File: config.mk
export PLATFORM = sky130hd
export DESIGN_NAME = decoder_scan
export DESIGN_NICKNAME = d
export VERILOG_FILES = /design/src/rtl/decoder_scan.sv
export SDC_FILE = /design/constraint.sdc
export NUM_CORES = 1
export LEC_CHECK = 0
export CAP_MARGIN = 15
export CORE_ASPECT_RATIO = 0.75
export CORE_MARGIN = 2
export CORE_UTILIZATION = 29
export DETAILED_ROUTE_END_ITERATION = 10
export SETUP_SLACK_MARGIN = 0.2
export SLEW_MARGIN = 25
export SYNTH_ARGS = -nofsm -noshare
export SYNTH_HDL_FRONTEND = slang
export SYNTH_SLANG_ARGS = --single-unit
File: constraint.sdc
create_clock -name clk -period 3.1 [get_ports clk]
set_input_delay 0.31 -clock clk [delete_from_list [all_inputs] [get_ports clk]]
set_output_delay 0.31 -clock clk [all_outputs]
set_load 0.01 [all_outputs]
File: src/rtl/decoder_scan.sv
// One-hot decoder with a direct mode and an auto-scan mode that dwells DWELL
// cycles per index, stepping up or down with wrap-around.
module decoder_scan #(
  parameter int SEL_W = 3,
  parameter int DWELL = 4
) (
  input  logic                     clk,
  input  logic                     rst,
  input  logic                     en,
  input  logic                     mode,
  input  logic [SEL_W-1:0]         in,
  input  logic                     load,
  input  logic                     dir,
  output logic [(2**SEL_W)-1:0]    out,
  output logic [SEL_W-1:0]         idx,
  output logic                     valid,
  output logic                     wrap
);

  localparam int OUT_W = 2**SEL_W;
  localparam int CNT_W = (DWELL > 1) ? $clog2(DWELL) : 1;
  localparam logic [CNT_W-1:0] CNT_MAX = CNT_W'(DWELL - 1);

  typedef enum logic [1:0] {
    ST_IDLE   = 2'd0,
    ST_DIRECT = 2'd1,
    ST_SCAN   = 2'd2
  } state_t;

  state_t             w_state;
  logic [SEL_W-1:0]   w_step_idx;
  logic               w_step_wrap;

  logic [OUT_W-1:0]   r_out;
  logic [SEL_W-1:0]   r_idx;
  logic               r_valid;
  logic               r_wrap;
  logic [CNT_W-1:0]   r_cnt;

  function automatic logic [OUT_W-1:0] one_hot(input logic [SEL_W-1:0] sel);
    one_hot = {{(OUT_W-1){1'b0}}, 1'b1} << sel;
  endfunction

  // State is not stored: it is re-derived every cycle from en and mode.
  always_comb begin
    w_state = ST_IDLE;
    if (!en) begin
      w_state = ST_IDLE;
    end else if (!mode) begin
      w_state = ST_DIRECT;
    end else begin
      w_state = ST_SCAN;
    end
  end

  // Next scan index; SEL_W-bit arithmetic gives modulo OUT_W for free.
  always_comb begin
    w_step_idx  = r_idx + SEL_W'(1);
    w_step_wrap = (r_idx == {SEL_W{1'b1}});
    if (dir) begin
      w_step_idx  = r_idx - SEL_W'(1);
      w_step_wrap = (r_idx == {SEL_W{1'b0}});
    end else begin
      w_step_idx  = r_idx + SEL_W'(1);
      w_step_wrap = (r_idx == {SEL_W{1'b1}});
    end
  end

  // Registered decode, index, dwell counter and wrap pulse.
  always_ff @(posedge clk) begin
    if (rst) begin
      r_out   <= {OUT_W{1'b0}};
      r_idx   <= {SEL_W{1'b0}};
      r_valid <= 1'b0;
      r_wrap  <= 1'b0;
      r_cnt   <= {CNT_W{1'b0}};
    end else begin
      case (w_state)
        ST_DIRECT: begin
          r_idx   <= in;
          r_out   <= one_hot(in);
          r_valid <= 1'b1;
          r_wrap  <= 1'b0;
          r_cnt   <= {CNT_W{1'b0}};
        end
        ST_SCAN: begin
          r_valid <= 1'b1;
          if (load) begin
            r_idx  <= in;
            r_out  <= one_hot(in);
            r_wrap <= 1'b0;
            r_cnt  <= {CNT_W{1'b0}};
          end else if (r_cnt == CNT_MAX) begin
            r_idx  <= w_step_idx;
            r_out  <= one_hot(w_step_idx);
            r_wrap <= w_step_wrap;
            r_cnt  <= {CNT_W{1'b0}};
          end else begin
            // Re-decoding the held index covers entry into scan from idle.
            r_out  <= one_hot(r_idx);
            r_wrap <= 1'b0;
            r_cnt  <= r_cnt + CNT_W'(1);
          end
        end
        default: begin
          r_out   <= {OUT_W{1'b0}};
          r_valid <= 1'b0;
          r_wrap  <= 1'b0;
          r_cnt   <= {CNT_W{1'b0}};
        end
      endcase
    end
  end

  assign out   = r_out;
  assign idx   = r_idx;
  assign valid = r_valid;
  assign wrap  = r_wrap;

endmodule
==> flow_summary.json <==
{
  "synth.area.top_cells": "dfxtp_1, a21oi_1, o22ai_1, o32ai_1, nor3_1",
  "grt_start_max_net_pins": 13,
  "core-area_sq_mm": 0.00229,
  "clk_pin_slew_ns": 0.09,
  "yosysUniqueCellTypes": 31,
  "period_needed_ns": 2.20,
  "grt_pass1_vias": 587,
  "p_leak_nw": 0.341,
  "arrival_ns": 2.42,
  "io_buffers": 21,
  "first_pass_iters": 4,
  "clock_path_buffers": 2,
  "die_h_um": 46.5,
  "cp.required_ns": 3.31,
  "drive_gt1_share_pct": 7.84,
  "status": "finished clean",
  "wl_met1_um": 761,
  "numCtsBuffers": 3,
  "rsz0062_at_grt": "no",
  "cts.sinks": 15,
  "avgViaCountPerCell": 5.05,
  "initial_core_util_pct": 30.4,
  "min_to": "r_cnt[0]",
  "worst_r2r_endpoint": "out[6]",
  "fillerInstances": 258,
  "synth_area_leader_cell": "dfxtp_1",
  "finalSetupTns_ns": 0,
  "yosysTopAreaCellShare_pct": 43.1,
  "share_comb_of_total_power_pct": 15.6,
  "antenna_found_initial": 0,
  "end_kind": "flop",
  "gp_congestion": 0.871,
  "reg2reg_slack_ns": 0.90,
  "p_clk_share_pct": 30.4,
  "cts_resized": 0,
  "synth_seq_area_share_pct": 43.1,
  "drc_errors": 0,
  "rows": 15,
  "wl_met3_um": 153,
  "route.met2.wl_um": 713,
  "p_int_w": 0.000276,
  "htree_num_levels": 1,
  "postLayoutCoreUtil_pct": 42.1,
  "die-area_sq_mm": 0.00282,
  "vias": 687,
  "ios": 22,
  "synth-seq-cells": 15,
  "r2r_start": "idx[0]",
  "hold_viol": 0,
  "die_w_um": 60.6,
  "setup_violations": 0,
  "num_antenna_cells": 0,
  "fin_nets": 114,
  "holdBufCountCts": 0,
  "grt.overflow.total": 0,
  "max-vdd-ir-drop_v": 0.000184,
  "slew_headroom_pct": 75.0,
  "min_path_cells": 1,
  "power_density_mw_per_mm2": 390,
  "reg2regPathDepth": 6,
  "tightest_slew_ns": 0.375,
  "dp_hpwl_um": 1230,
  "insertion_delay_ns": 0.29,
  "path_max_fanout": 10,
  "start_kind": "flop",
  "syn_to_final_growth_pct": 38.2,
  "track_usage_pct": 13.1,
  "synth_nets": 91,
  "cts_setup_buffers": 0,
  "syn_area_sq_um": 697,
  "drtAntennaViolNets": 0,
  "drt_iter0_markers": 27,
  "min_from": "r_cnt[0]",
  "drv_slew": 0,
  "skew_ns": 0.00186,
  "crit_type": "reg2reg",
  "cts_tree": "built",
  "avgSynthCellArea_sq_um": 8.71,
  "top_layer_used": "met4",
  "synthCells": 80,
  "hold_path.class": "reg2reg",
  "whs_ns": 0.435,
  "ys_warn_count": 0,
  "grt_pass1_wl_um": 2570,
  "routed_wl_um": 1640,
  "cts-root-buf": "clkbuf_4",
  "drv_cap": 0,
  "p_sw_w": 0.0000994,
  "seqPwrFrac_pct": 54.0,
  "wl_per_cell_um": 12.1,
  "clock.fmax_mhz": 454,
  "power.share.switching_pct": 26.5,
  "finalCritPeriodShare_pct": 71.1
}
## cell usage after synthesis
master    number
a22oi_1        1
o22ai_1        5
ha_1           1
or4_1          1
and3_1         1
nand4_1        1
dfxtp_1       15
fa_1           1
inv_1          5
buf_2          2
o32ai_1        3
and2_1         1
and2b_1        1
or3_4          1
nand3b_1       1
nor3_1         5
clkbuf_1       1
a21oi_1        8
o21ai_0        4
xnor2_1        1
nor3b_1        1
a211oi_1       1
nor2_1         5
nand3_1        1
nor2b_1        1
nand2b_1       3
and3_2         1
mux2_2         1
and2b_2        1
a32o_1         1
nand2_1        5
## metal layers
metal,up-vias,track usage [%]
met5,-,0
met4,0,5.22
met3,2,5.06
met2,34,19.6
met1,314,16.9
li1,337,-
## power groups by stage
stage | registers [W] | clock network [W] | logic [W]
floorplan | 0.000208 | 0 | 0.0000283
global placement | 0.000207 | 0 | 0.0000572
detailed placement | 0.000207 | 0 | 0.0000577
CTS | 0.000203 | 0.000117 | 0.0000584
global route | 0.000204 | 0.000130 | 0.0000639
finish | 0.000203 | 0.000114 | 0.0000586
## cell usage in the layout, fill, tap and decap left out, drive strengths merged
| master | instances |
|---|---|
| a211oi | 1 |
| a21oi | 8 |
| a22oi | 1 |
| a32o | 1 |
| and2 | 1 |
| and2b | 2 |
| and3 | 2 |
| clkbuf | 3 |
| clkdlybuf4s50 | 21 |
| clkinv | 1 |
| dfxtp | 15 |
| fa | 1 |
| ha | 1 |
| inv | 5 |
| mux2 | 1 |
| nand2 | 5 |
| nand2b | 3 |
| nand3 | 1 |
| nand3b | 1 |
| nand4 | 1 |
| nor2 | 5 |
| nor2b | 1 |
| nor3 | 5 |
| nor3b | 1 |
| o21ai | 4 |
| o22ai | 5 |
| o32ai | 3 |
| or3 | 1 |
| or4 | 1 |
| xnor2 | 1 |
## critical path, cell delays in order, from the launching register on
cell     delay (ns)
dfxtp_1        0.51
inv_1          0.17
fa_1           0.43
xnor2_1        0.30
a21oi_1        0.15
or3_4          0.42
o22ai_1        0.14
## metrics by stage
step / cell area (sq um) / setup WS (ns) / instances / total power [W]
CTS: 963 / 0.907 / 136 / 0.000378
global placement: 936 / 0.711 / 132 / 0.000264
floorplan: 697 / 1.12 / 80 / 0.000236
finish: 963 / 0.897 / 136 / 0.000375
global route: 963 / 0.607 / 136 / 0.000397
detailed placement: 936 / 0.684 / 132 / 0.000265
## worst max path at each step
stage / slack, ns / end / from
after CTS: 0.91 / out[6] / idx[0]
after floorplan: 1.12 / out[4] / idx[0]
after global routing: 0.61 / out[0] / idx[0]
after global placement: 0.71 / out[5] / dir
final: 0.90 / out[6] / idx[0]
after detailed placement: 0.68 / out[6] / dir
## kinds of logic (layout without fill, tap and decap cells)
logic type	Yosys count	in the layout	synth area share [%]
xor gates and xnor gates	1	1	1.26
DFF	15	15	43.1
adders and majority gates	2	2	4.67
buffers and inverters	8	30	4.67
muxes	1	1	1.62
and+or+nand+nor	30	30	24.2
AOI/OAI and AO/OA	23	23	20.5
## layout make-up
class	instances	area (sq um)	area share (%)
clock buffer	3	22.5	2.34
inverter	5	18.8	1.95
tap	34	42.5	4.42
multi-input combinational	57	364	37.8
timing repair buffer	21	210	21.8
clock inverter	1	5.00	0.519
sequential	15	300	31.2
## flip-flops by register name, indices dropped and copies added (netlist names)
signal and flops:
r_cnt 2, out 8, valid 1, idx 3, wrap 1
Note: power is estimated with default switching activity, not from simulation.
